==> src/rtl/pipe_pkg.sv <==
// Shared definitions for the generic pipeline-stage register.
package pipe_pkg;

    // Occupancy of a stage: EMPTY (bubble), ONE (output entry), TWO (output + skid entry).
    typedef enum logic [1:0] {
        ST_EMPTY = 2'd0,
        ST_ONE   = 2'd1,
        ST_TWO   = 2'd2
    } pipe_state_e;

    // MIPS sll $0,$0,0 encodes as all zeros.
    localparam logic [31:0] NOP_INSTR   = 32'h0000_0000;
    // Default bubble payload: {instruction, next_address}.
    localparam logic [63:0] NOP_PAYLOAD = {NOP_INSTR, 32'h0000_0000};

endpackage

==> src/rtl/pipe_sat_counter.sv <==
// Saturating up-counter with synchronous clear; holds at all-ones instead of wrapping.
module pipe_sat_counter
    import pipe_pkg::*;
#(
    parameter int unsigned CNT_W = 16
) (
    input  logic             clk,
    input  logic             clr,
    input  logic             inc,
    output logic [CNT_W-1:0] count
);

    logic [CNT_W-1:0] count_q;

    // Clear has priority; increment stops at the all-ones ceiling.
    always_ff @(posedge clk) begin
        if (clr) begin
            count_q <= '0;
        end else if (inc && (count_q != '1)) begin
            count_q <= count_q + CNT_W'(1);
        end
    end

    assign count = count_q;

endmodule

==> src/rtl/pipe_stage_reg.sv <==
// Generic pipeline-stage register with valid/ready handshake, hold, flush,
// optional 2-entry skid buffer and a saturating stall-cycle counter.
module pipe_stage_reg
    import pipe_pkg::*;
#(
    parameter int unsigned       DATA_W    = 64,
    parameter logic [DATA_W-1:0] NOP_VALUE = DATA_W'(NOP_PAYLOAD),
    parameter int unsigned       SKID      = 1,
    parameter int unsigned       CNT_W     = 16
) (
    input  logic              clk,
    input  logic              rst,
    input  logic              hold,
    input  logic              flush,
    input  logic              in_valid,
    output logic              in_ready,
    input  logic [DATA_W-1:0] in_data,
    output logic              out_valid,
    input  logic              out_ready,
    output logic [DATA_W-1:0] out_data,
    output logic [CNT_W-1:0]  stall_cnt
);

    pipe_state_e       state_q, state_d;
    logic [DATA_W-1:0] main_q, main_d;
    logic [DATA_W-1:0] skid_data;
    logic              acc_in, acc_out;

    assign out_valid = (state_q != ST_EMPTY);
    assign out_data  = main_q;
    // hold acts exactly like a forced out_ready=0.
    assign acc_out   = out_valid & out_ready & ~hold;
    assign acc_in    = in_valid & in_ready;

    if (SKID != 0) begin : g_skid
        logic [DATA_W-1:0] skid_q;
        logic              skid_valid;

        assign skid_valid = (state_q == ST_TWO);
        // Registered-only ready: no combinational path from out_ready to in_ready.
        assign in_ready   = ~skid_valid & ~flush & ~rst;
        assign skid_data  = skid_q;

        // Skid entry captures a new beat when the output entry is stuck.
        always_ff @(posedge clk) begin
            if (rst || flush) begin
                skid_q <= NOP_VALUE;
            end else if ((state_q == ST_ONE) && acc_in && !acc_out) begin
                skid_q <= in_data;
            end
        end
    end else begin : g_no_skid
        assign in_ready  = (~out_valid | acc_out) & ~flush & ~rst;
        assign skid_data = NOP_VALUE;
    end

    // Next-state and output-entry selection; flush overrides every transfer.
    always_comb begin
        state_d = state_q;
        main_d  = main_q;
        if (flush) begin
            state_d = ST_EMPTY;
            main_d  = NOP_VALUE;
        end else begin
            case (state_q)
                ST_EMPTY: begin
                    if (acc_in) begin
                        state_d = ST_ONE;
                        main_d  = in_data;
                    end
                end
                ST_ONE: begin
                    if (acc_in && acc_out) begin
                        main_d = in_data;
                    end else if (acc_in) begin
                        // Only reachable with a skid entry; the beat parks behind main.
                        state_d = ST_TWO;
                    end else if (acc_out) begin
                        state_d = ST_EMPTY;
                        main_d  = NOP_VALUE;
                    end
                end
                ST_TWO: begin
                    if (acc_out) begin
                        state_d = ST_ONE;
                        main_d  = skid_data;
                    end
                end
                default: begin
                    state_d = ST_EMPTY;
                    main_d  = NOP_VALUE;
                end
            endcase
        end
    end

    // State and output-entry registers; reset wins over flush.
    always_ff @(posedge clk) begin
        if (rst) begin
            state_q <= ST_EMPTY;
            main_q  <= NOP_VALUE;
        end else begin
            state_q <= state_d;
            main_q  <= main_d;
        end
    end

    pipe_sat_counter #(
        .CNT_W (CNT_W)
    ) u_stall_cnt (
        .clk   (clk),
        .clr   (rst),
        .inc   (out_valid & (~out_ready | hold) & ~flush),
        .count (stall_cnt)
    );

endmodule
==> config.mk <==
export PLATFORM = sky130hd
export DESIGN_NAME = pipe_stage_reg
export DESIGN_NICKNAME = d
export VERILOG_FILES = /design/src/rtl/pipe_pkg.sv /design/src/rtl/pipe_sat_counter.sv /design/src/rtl/pipe_stage_reg.sv
export SDC_FILE = /design/constraint.sdc
export NUM_CORES = 1
export LEC_CHECK = 0
export ABC_AREA = 1
export CAP_MARGIN = 20
export CORE_AREA = 2 2 142 158
export CTS_BUF_LIST = sky130_fd_sc_hd__clkbuf_8
export DETAILED_ROUTE_END_ITERATION = 7
export DIE_AREA = 0 0 144 160
export PLACE_DENSITY_LB_ADDON = 0.25
export SLEW_MARGIN = 0
export SYNTH_ARGS = -nofsm -noshare
export SYNTH_HDL_FRONTEND = slang
export SYNTH_SLANG_ARGS = --single-unit
==> constraint.sdc <==
create_clock -name clk -period 1.75 [get_ports clk]
set_input_delay 0.2625 -clock clk [delete_from_list [all_inputs] [get_ports clk]]
set_output_delay 0.2625 -clock clk [all_outputs]
set_load 0.05 [all_outputs]
======== Yosys cells after proc, flatten, opt, wreduce, memory -nomap -nowiden ========
Index checks and enable logic that the tools add are counted.
storage, ports and cells
  output and inout port bits .............. 82
  register bits after elaboration ......... 146
operators by class
  muxes and demuxes ....................... 12
  reduce and logical (&&, ||, !) cells .... 11
  bitwise logic cells ..................... 13
  $add $sub $neg .......................... 1
  equality and inequality tests ........... 9
operator list
  operator               count
  $mux 64                5
  $pmux 64 s3            1
  $add 16x1->16 const B  1
  $ne 16x16->1 const B   1
  $mux 2                 5
  $reduce_and 4->1       2
  $and 1x1->1            7
  $ne 2x2->1 const B     3
  $ne 3x2->1 const B     2
  $pmux 2 s3             1
  $not 1->1              5
  $logic_and 1x1->1      4
  $ne 3x3->1 const B     1
  $eq 2x1->1 const B     1
  $eq 2x2->1 const B     1
  $logic_not 2->1        1
  $reduce_bool 2->1      1
  $reduce_or 2->1        1
  $logic_not 1->1        1
  $logic_or 1x1->1       1
  $or 1x1->1             1

======== Longest topological paths before layout ========
  depth after elaboration ................. 8
  depth in mapped cells ................... 11
  mapped depth without buffers ............ 9

======== Hierarchy ========
A second synthesis with hierarchy kept.
unflattened totals
  cells, all modules ...................... 938
  area total of the unflattened synthesis .. 6422.4 sq um
modules (own cells, without submodules)
  module            instances  sequential area each (sq um)  area an instance (sq um)  cells each
  pipe_stage_reg    1          2602.5                        5492.8                    789
  pipe_sat_counter  1          320.3                         929.6                     149

======== Least setup slack after synthesis ========
OpenSTA, ideal clock, no wires.
  kind .................................... reg-to-reg
  from .................................... register u_stall_cnt.count_q[0], in the netlist u_stall_cnt.count[0]
  to ...................................... register u_stall_cnt.count_q[2], in the netlist u_stall_cnt.count[2]
  data arrival time ....................... 1.852 ns
  clock period less this slack ............ 1.921 ns
  setup time .............................. 0.070 ns
  setup slack ............................. -0.171 ns
  data required time ...................... 1.680 ns
  cell stages (with the launch flop) ...... 11
  path through ............................ dfxtp_1 > ha_1 > nand3_1 > inv_1 > nand3_1 > nand2_1 > nand2_2 > inv_2 > buf_4 > nand2_1 > a21oi_1
on the way
  longest elaborated chain between the ends .. 2
  elaborated cells on any way between the ends .. 3
ends and longest elaborated chain
  element                                                line                    source
  start, declared                                        pipe_sat_counter.sv:13  logic [CNT_W-1:0] count_q;
  start signal, assigned                                 pipe_sat_counter.sv:20  count_q <= count_q + CNT_W'(1);
  branches (longest 2 deep; another with $add 16x1->16)  --
Parallel ways; which one is timed is not known.
A chain may end at the register's enable or synchronous reset.

======== Final worst setup path ========
  from .................................... input flush
  to ...................................... output in_ready
on the way
  longest elaborated chain between the ends .. 3
ends and longest elaborated chain
  element                    line                  source
  start, declared            pipe_stage_reg.sv:14  input logic flush,
  $not 1->1                  pipe_stage_reg.sv:41  assign in_ready = ~skid_valid & ~flush & ~rst;
  $and 1x1->1 (2 in series)  pipe_stage_reg.sv:41
  end, declared              pipe_stage_reg.sv:16  output logic in_ready,
No other way between the ends.

==> results <==
- After clock tree synthesis, the setup repair step added 0 buffers.
- Setup repair after global routing left no endpoint under its margin.
- The cell at the root of the clock tree is sky130_fd_sc_hd__clkbuf_8.
- The count of yosys warnings during synthesis is 0.
- The tightest min-delay check is of the in2reg type.
- Of the cells placed in the final design, the portion with a size suffix greater than 1 is 0.121.
- In the finished design, the share of the clock period the worst path needs comes to 0.937.
- The synthesis-stage register bit count is around 150.
- The antenna cell count is 0.
- The time the worst path needs with I/O delays and setup is 1.64 ns.
- The clock sink count is ~150.
- Synthesis produced a netlist with a net count of roughly 1000.
- The total of fill cells in the finished design is around 2300.
- Dividing the detail-routed via count by the number of cells gives about 4.6.
- The relative area change from synthesis to final layout is 35.6%.
- Data on the critical path is required at its endpoint by 1.49 ns.
- In this run the remaining antenna-violating nets after routing total 0.
- The element type at the critical path start is an input pin.
- The die is around 160 um tall.
- The initial antenna violation count is 0.
- The post-layout total power is 6.98 mW.
- The global route total overflow is 0.
- The count of hold buffers inserted by post-cts repair is 0.
- The number of vias in the routed layout is 6407.
- Pin placement for this block handled approximately 150 I/O pins.
- The detail-routed net length per standard cell is approximately 14 um.
- Leaving out fill and tap cells, the most frequent cells in the layout are sky130_fd_sc_hd__nand2_1, sky130_fd_sc_hd__nor2_1, sky130_fd_sc_hd__dfxtp_1.
- The die covers about 23000 sq um.
- On the final layout, the worst hold slack is 0.432 ns.
- The first global-routing pass estimated between 30000 and 40000 um of wire.
- Across every metal layer, demand over resource in global routing totals 0.172.
- The number of hold violations in the final report came to 0.
- The finished layout holds 1390 standard cells, fillers aside.
- The relative slew slack is 0.580.
- The worst setup path is captured at a primary output.
- No sink is reached through more buffers than the 2 on the longest clock path.
- A synthesized cell averages a little under 7 sq um.
- The initialized floorplan defines between 50 and 60 standard-cell rows.
- Setup violations remaining at the end of the flow were counted as 0.
- The worst clock skew is ~0.014 ns.
- After the first detailed-routing iteration, the DRC count stood at between 200 and 250.
- The synthesized netlist contains 23 unique library cells.
- The tool flagged a number of max-cap violations equal to 0.
- The count of pins over their slew limit is 0.
- The source-to-sink clock delay at the later pin of the worst-skew pair is 0.44 ns.
- The critical path in this run is classified as in2out.
- The placed cell count is 1359.
- The floorplan step defined a core boundary enclosing approximately 22000 sq um.
- At the end of the flow the core is filled with cells to 0.399.
- The flow ran to the end, and the final reports show no timing, DRC or antenna violations.
- The clock-pin slew reported for the worst setup and hold paths after clock tree synthesis is around 0.080 ns.
- Entering global routing, the biggest net connects between 60 and 70 pins.
- For this run, the top clock speed supported by timing is just over 0.6 GHz.
- The storage element area is 2930 sq um.
- The TritonCTS buffer count is 17.
- For this configuration, the core starts out at a cell density of 0.294.
- Leaving out fill and tap cells, the most frequent cell in the layout is sky130_fd_sc_hd__nand2_1.
- For the pin with the worst max-slew slack, the measured transition is 0.629 ns.
- STA puts the critical path data arrival time at 1.38 ns.
- The synthesized area is roughly 6400 sq um.
- The share of the Yosys chip area taken by registers is 0.460.
- The maximum level of the CTS H-tree is 4.
- The overall die width is 144 um.
- For this design the static power due to leakage is approximately 3.8 nW.
- In this run the worst path has a maximum fanout of 3.
- The routability-driven placement congestion ratio is 0.790.
- After technology mapping, the gate count stands at approximately 940.
- In this run the power density over the cells is just over 800 nW/um^2.
- The via count of the first global-routing pass is slightly above 6000.
- Before antenna repair, the detailed router went through 5 iterations.
- In the final layout, the multi-input gates occupy about 3000 sq um.
- TritonCTS built the clock tree.
- The post-route DRC violation count is 0.
- The final routed wirelength across all metal layers is 19300 um.
- The maximum vdd drop is about 430 uV.
- The port buffer count is ~150.
- In the final design database the tool counted 1154 nets.
- The HPWL after detailed placement is roughly 12000 um.
## cell usage after synthesis
| master | count | share of area |
|---|---|---|
| sky130_fd_sc_hd__nand2_1 | 315 | 0.19 |
| sky130_fd_sc_hd__nor2_1 | 151 | 0.089 |
| sky130_fd_sc_hd__dfxtp_1 | 146 | 0.46 |
| sky130_fd_sc_hd__a21oi_1 | 80 | 0.063 |
| sky130_fd_sc_hd__nand3_1 | 71 | 0.056 |
| sky130_fd_sc_hd__o21ai_0 | 68 | 0.054 |
| sky130_fd_sc_hd__buf_2 | 27 | 0.021 |
| sky130_fd_sc_hd__clkbuf_1 | 22 | 0.013 |
| sky130_fd_sc_hd__buf_4 | 14 | 0.017 |
| sky130_fd_sc_hd__inv_1 | 12 | 0.0071 |
| sky130_fd_sc_hd__xnor2_1 | 8 | 0.011 |
| sky130_fd_sc_hd__nor2_2 | 4 | 0.0039 |
| sky130_fd_sc_hd__inv_2 | 3 | 0.0018 |
| sky130_fd_sc_hd__nand2_2 | 3 | 0.0030 |
| sky130_fd_sc_hd__nand4_1 | 3 | 0.0030 |
| sky130_fd_sc_hd__xor2_1 | 2 | 0.0028 |
| sky130_fd_sc_hd__a211oi_1 | 1 | 0.0012 |
| sky130_fd_sc_hd__buf_1 | 1 | 0.00059 |
| sky130_fd_sc_hd__buf_6 | 1 | 0.0018 |
| sky130_fd_sc_hd__clkinv_2 | 1 | 0.00079 |
| sky130_fd_sc_hd__ha_1 | 1 | 0.0020 |
| sky130_fd_sc_hd__nand2_4 | 1 | 0.0018 |
| sky130_fd_sc_hd__o21ai_2 | 1 | 0.0014 |
## critical path: stages
cell and delay (ns):
sky130_fd_sc_hd__clkdlybuf4s50_1 0.61, sky130_fd_sc_hd__inv_1 0.08, sky130_fd_sc_hd__nand2_2 0.09, sky130_fd_sc_hd__nor2_4 0.04
sky130_fd_sc_hd__buf_4 0.14, sky130_fd_sc_hd__buf_12 0.14
## flip-flops by register name (all words and copies together) (netlist names)
name and count:
state_q 2, out_data 64, g_skid.skid_q 64, u_stall_cnt.count 16
## logic make-up after synthesis
group	after synthesis	synth area share
and+or+nand+nor	548	0.343
AOI/OAI and AO/OA	150	0.119
DFF	146	0.460
buffers and inverters	81	0.0628
xor gates and xnor gates	10	0.0138
adders and majority gates	1	0.00197
## where the power goes
group          switching (mW)  internal, mW
clock                    1.29          1.40
sequential             0.0261          3.36
combinational           0.539         0.359
## repair_timing
item / CTS / global route
setup endpoints to repair: 40 / 2
cloned: 0 / 0
resized for setup: 40 / 1
## metrics by stage
| step | setup TNS (ns) | setup slack [ns] | instance area, sq um |
|---|---|---|---|
| after floorplan | 0 | 0.0356 | 6360 |
| after global placement | -23.63 | -0.238 | 8270 |
| after detailed placement | -23.14 | -0.244 | 8270 |
| after CTS | 0 | 0.0215 | 8620 |
| after global routing | 0 | 0.00162 | 8620 |
| final | 0 | 0.110 | 8620 |
## metal layers
layer  up-vias  routed length (um)  track usage
li1       3283                   -            -
met1      2950                9170        0.225
met2       157                8900        0.282
met3        17                1000       0.0417
met4         0                 243       0.0455
met5         -                   0            0
## area by class of cell
cell class | instances | area share
clock inverter | 10 | 0.0128
timing repair buffer | 193 | 0.208
sequential | 146 | 0.339
tap | 295 | 0.0428
clock buffer | 21 | 0.0335
inverter | 16 | 0.00711
multi-input combinational | 709 | 0.356
## final timing paths
| kind | start | end | slack [ns] | cells after the start |
|---|---|---|---|---|
| max | flush | in_ready | 0.11 | 6 |
| min | in_data[56] | g_skid.skid_q[56] | 0.43 | 3 |
| max reg2reg | u_stall_cnt.count[1] | u_stall_cnt.count[11] | 0.18 | 9 |
| min reg2reg | out_data[17] | out_data[17] | 0.46 | 2 |
Power figures use the tool's default switching activity.
